**src/rtl/int_controller.sv**
```systemverilog
// Prioritised five-line interrupt controller: synchronises and edge-detects requests,
// arbitrates at instruction boundaries and hands the vector over with req/ack/done.
module int_controller #(
   parameter int unsigned NUM_INT  = 5,
   parameter logic [7:0]  VEC_BASE = 8'hF8
) (
   input  logic               clk,
   input  logic               rst,
   input  logic [NUM_INT-1:0] irq,
   input  logic [7:0]         data,
   input  logic               mask_load,
   input  logic               ei,
   input  logic               di,
   input  logic               inst_boundary,
   input  logic               int_ack,
   input  logic               int_done,
   output logic               int_req,
   output logic [7:0]         int_vec,
   output logic [NUM_INT-1:0] int_lines,
   output logic [NUM_INT-1:0] pending,
   output logic               in_service
);

   localparam int unsigned IW = (NUM_INT > 1) ? $clog2(NUM_INT) : 1;
   localparam logic [NUM_INT-1:0] ONE = {{(NUM_INT-1){1'b0}}, 1'b1};

   typedef enum logic [1:0] {IDLE, PENDING, SERVICE} state_t;

   state_t             state, state_nxt;
   logic [NUM_INT-1:0] s1, s2, s3, mask, rise, eligible, clr;
   logic [NUM_INT-1:0] lines_nxt;
   logic [7:0]         vec_nxt;
   logic               req_nxt, ie, ie_nxt, win_found;
   logic [IW-1:0]      idx, idx_nxt, win_idx;

   generate
      if (NUM_INT < 8) begin : g_unused
         logic unused_data;
         assign unused_data = ^data[7:NUM_INT];
      end
   endgenerate

   assign rise       = s2 & ~s3;
   assign eligible   = pending & mask;
   assign in_service = (state == SERVICE);

   // Descending scan so the lowest eligible index is the last one written.
   always_comb begin
      win_idx   = '0;
      win_found = 1'b0;
      for (int unsigned i = NUM_INT; i > 0; i--) begin
         if (eligible[i-1]) begin
            win_idx   = IW'(i - 1);
            win_found = 1'b1;
         end
      end
   end

   always_comb begin
      state_nxt = state;
      req_nxt   = int_req;
      vec_nxt   = int_vec;
      lines_nxt = int_lines;
      idx_nxt   = idx;
      clr       = '0;
      ie_nxt    = di ? 1'b0 : (ei ? 1'b1 : ie);
      case (state)
         IDLE: begin
            if (inst_boundary && ie && win_found) begin
               state_nxt = PENDING;
               idx_nxt   = win_idx;
               vec_nxt   = VEC_BASE | 8'(win_idx);
               lines_nxt = ONE << win_idx;
               req_nxt   = 1'b1;
            end
         end
         PENDING: begin
            if (int_ack) begin
               state_nxt = SERVICE;
               clr       = ONE << idx;
               ie_nxt    = 1'b0;
               req_nxt   = 1'b0;
            end
         end
         SERVICE: begin
            if (int_done) begin
               state_nxt = IDLE;
               ie_nxt    = 1'b1;
               lines_nxt = '0;
               vec_nxt   = '0;
            end
         end
         default: state_nxt = IDLE;
      endcase
   end

   always_ff @(posedge clk) begin
      if (!rst) begin
         state     <= IDLE;
         s1        <= '0;
         s2        <= '0;
         s3        <= '0;
         mask      <= '0;
         pending   <= '0;
         ie        <= 1'b0;
         idx       <= '0;
         int_req   <= 1'b0;
         int_vec   <= '0;
         int_lines <= '0;
      end else begin
         state     <= state_nxt;
         s1        <= irq;
         s2        <= s1;
         s3        <= s2;
         if (mask_load)
            mask <= data[NUM_INT-1:0];
         // A fresh edge on the line being acknowledged keeps it pending.
         pending   <= (pending & ~clr) | rise;
         ie        <= ie_nxt;
         idx       <= idx_nxt;
         int_req   <= req_nxt;
         int_vec   <= vec_nxt;
         int_lines <= lines_nxt;
      end
   end

endmodule

```
**config.mk**
```make
export PLATFORM = sky130hd
export DESIGN_NAME = int_controller
export DESIGN_NICKNAME = d
export VERILOG_FILES = /design/src/rtl/int_controller.sv
export SDC_FILE = /design/constraint.sdc
export NUM_CORES = 1
export LEC_CHECK = 0
export BUFFER_PORTS_ARGS = -buffer_cell sky130_fd_sc_hd__buf_4
export CORE_MARGIN = 2
export CORE_UTILIZATION = 40
export CTS_BUF_LIST = sky130_fd_sc_hd__clkbuf_16
export CTS_CLUSTER_SIZE = 10
export DETAILED_ROUTE_END_ITERATION = 12
export GPL_TIMING_DRIVEN = 0
export PLACE_DENSITY = 0.71
export SYNTH_ARGS = -nofsm -noshare
export SYNTH_HDL_FRONTEND = slang
export SYNTH_SLANG_ARGS = --single-unit
export TNS_END_PERCENT = 30
```
**constraint.sdc**
```tcl
create_clock -name clk -period 3.8 [get_ports clk]
set_clock_uncertainty 0.1 [all_clocks]
set_input_delay 0.19 -clock clk [delete_from_list [all_inputs] [get_ports clk]]
set_output_delay 0.19 -clock clk [all_outputs]
set_load 0.005 [all_outputs]
```
==> summary.txt <==
Floorplan
  • Die width: 68.9 um
  • Core footprint: 4030 um^2
  • Initial Util: 41.8%
  • FP Rows: 23
  • Die Y: 68.9 um
  • Top Ports: 41
  • Die area: 4750 um^2

Global routing
  • Gr usage total: 16.2%
  • Congestion Overflow GR: 0
  • Number of global-route vias before repair: 1,198
  • Initial antenna violation count: 0
  • Global-route wire length before repair: 5510 um
  • Largest net degree at the start of global routing: 14

STA
  • Setup TNS: 0 ps
  • Crit path setup slack, layout: 2000 ps
  • Max-slew headroom at the worst pin: 66.4%
  • Max Slew Vio Count: 0
  • Worst Tran Pin Value: 503 ps
  • Final hold viol count: 0
  • Final Critical Period: 1800 ps
  • RSZ-0062 raised after global routing: no
  • Period utilization: 47.2%
  • WHS: 10.0 ps
  • Max Freq: 557 MHz
  • Final setup fails: 0

Route
  • DRC: 0
  • WL/cell: 12.5 um
  • Routed wire length: 3290 um
  • First-pass DRT Iterations: 6
  • DRT iter0 DRCs: 110
  • Via count: 1,310
  • Vias per cell: 4.98
  • Detail Route Antenna Nets: 0

Synth
  • Most frequent cell after synthesis: dfxtp_1
  • Yosys reg bits: 41
  • Synth unique cells: 35
  • Top post-synthesis cells by count: 41 x dfxtp_1, 16 x nand2_1, 15 x and2_1, 10 x mux2i_1
  • Mapped cell area: 1690 um^2
  • Post-synthesis simple-gate area fraction: 22.7%
  • Post-synthesis mux area share: 5.94%
  • Synth area leaders: dfxtp_1 49%, mux2i_1 5.9%, and2_1 5.6%, nand2_1 3.6%, nand2b_1 2.6%
  • Yosys warns: 0
  • Adder-cell area share of the yosys netlist: 2.23%
  • Predominant post-synthesis flop cell: dfxtp_1
  • Post-Synthesis Net Count: 193
  • Cell taking the most area after synthesis: dfxtp_1
  • Cells after Synth: 169
  • Synth Area per Inst: 9.97 um^2
  • Ys async rst share: 0%
  • Synth Area in Compound Gates: 16.2%
  • Largest family of logic cells by synthesized area: simple AND/OR/NAND/NOR gates
  • Synth top area share: 48.7%
  • EDFF count, synth: 0
  • Sequential fraction of the synthesis area: 48.7%
  • XOR/XNOR share of the synthesized area: 0%

Clock tree
  • Clock-pin slew on the worst setup and hold paths: 60 ps
  • Post-CTS sizing: 0
  • CTS Sinks: 41
  • Clock Tree Buf Depth: 2
  • Skew-Pair Late Insertion Delay: 280 ps
  • CTS tree: yes
  • Post-CTS Setup Repair Bufs: 0
  • Hold buffers post-CTS: 0
  • H-tree depth: 2
  • CTS Buf Count: 5
  • Root buf cell: clkbuf_16

Power and ir drop
  • Peak supply drop: 0.000261 V
  • Pwr Density: 456 nW/um^2
  • Leak: 0.000917 uW

Setup path
  • Crit path capture type: flop
  • Worst EP arrival: 1910 ps
  • Worst path required time: 3920 ps
  • Crit start category: flop
  • Worst setup startpoint: state[0]
  • Reg2reg start: state[0]
  • CP Class: flop to flop
  • Crit path max fanout: 6

Worst hold path
  • HP Class: primary input to flop
  • Hold Startpoint: irq[4]

Cells and area
  • Share of cells above drive strength 1: 24.4%
  • Post-layout nets: 236
  • Filler Cell Count: 393
  • ANT cells: 0
  • Syn-to-layout area delta: 29.7%

Placed design
  • Dpl ws: 2020 ps
  • Quantity of I/O buffers inserted on ports: 36
  • Routability congestion estimate from global placement: 0.781
  • Final HPWL from detailed placement: 2460 um

Status
  • Status: completed

Flow run
  • Max-Cap Viols: 0
report_power, final:
| part | total, uW | internal [uW] | leakage [uW] | switching (uW) |
|---|---|---|---|---|
| Sequential | 456 | 445 | 0.000335 | 11.7 |
| Clock | 474 | 308 | 0.0000852 | 166 |
| Combinational | 66.2 | 36.6 | 0.000497 | 29.6 |
critical path, stage by stage, from the launching register on:
cell,delay (ps)
dfxtp_1,330
inv_1,70
ha_1,310
a221oi_1,460
nand3_1,150
nand3b_1,200
mux2i_1,120
flip-flops by register name, indices dropped and copies added, names as in the netlist:
signal	count
idx	3
mask	5
int_lines	5
int_req	1
s3	5
state	2
int_vec	4
pending	5
s1	5
ie	1
s2	5
kinds of logic (layout without fill, tap and decap cells):
group / Yosys count / in the layout
and+or+nand+nor: 66 / 66
AOI/OAI and AO/OA: 34 / 34
buffers and inverters: 15 / 59
muxes: 10 / 10
adders and majority gates: 3 / 3
DFF: 41 / 41
placed cells by master (no fill, tap or decap), types with 3 or more instances in the layout:
| master | count |
|---|---|
| nand2b_1 | 7 |
| buf_4 | 40 |
| nand2_1 | 16 |
| nand4_1 | 5 |
| o21ai_0 | 5 |
| clkbuf_1 | 6 |
| nor2b_1 | 7 |
| dfxtp_1 | 41 |
| clkbuf_16 | 5 |
| a21boi_0 | 5 |
| a31o_1 | 4 |
| ha_1 | 3 |
| and2_1 | 15 |
| nand3_1 | 3 |
| a21oi_1 | 4 |
| mux2i_1 | 10 |
| inv_1 | 6 |
through the flow:
| step | util (%) | instances | total power [uW] | cell area (um^2) |
|---|---|---|---|---|
| floorplan | - | 169 | 501 | 1690 |
| CTS | 54.3 | 263 | 1000 | 2190 |
| global placement | 50.1 | 255 | 532 | 2020 |
| detailed placement | 50.1 | 255 | 533 | 2020 |
| global route | 54.3 | 263 | 1030 | 2190 |
| finish | 54.3 | 263 | 997 | 2190 |
layer usage:
layer	vias to the layer above	track usage [%]	share of wire [%]
li1	676	-	-
met1	578	18.9	44
met2	51	27.2	47
met3	5	6.01	7.6
met4	0	5.88	1.5
met5	-	0	0
worst paths after layout:
kind	endpoint	cells after the start	slack, ps
hold reg to reg	s2[3]	1	330
setup reg to reg	int_lines[3]	6	2000
hold / removal	s1[4]	2	10
setup / recovery	int_lines[3]	6	2000
cell type report:
class	instances	area, um^2	share of cell area, %
clock inverters	3	42.5	1.95
well taps	50	62.6	2.86
plain buffers	10	52.6	2.40
flip-flops and latches	41	821	37.6
repair buffers	36	270	12.4
clock buffers	5	125	5.72
multi-input cells	113	793	36.3
inverters	5	18.8	0.859
Note: power is estimated with default switching activity, not from simulation.
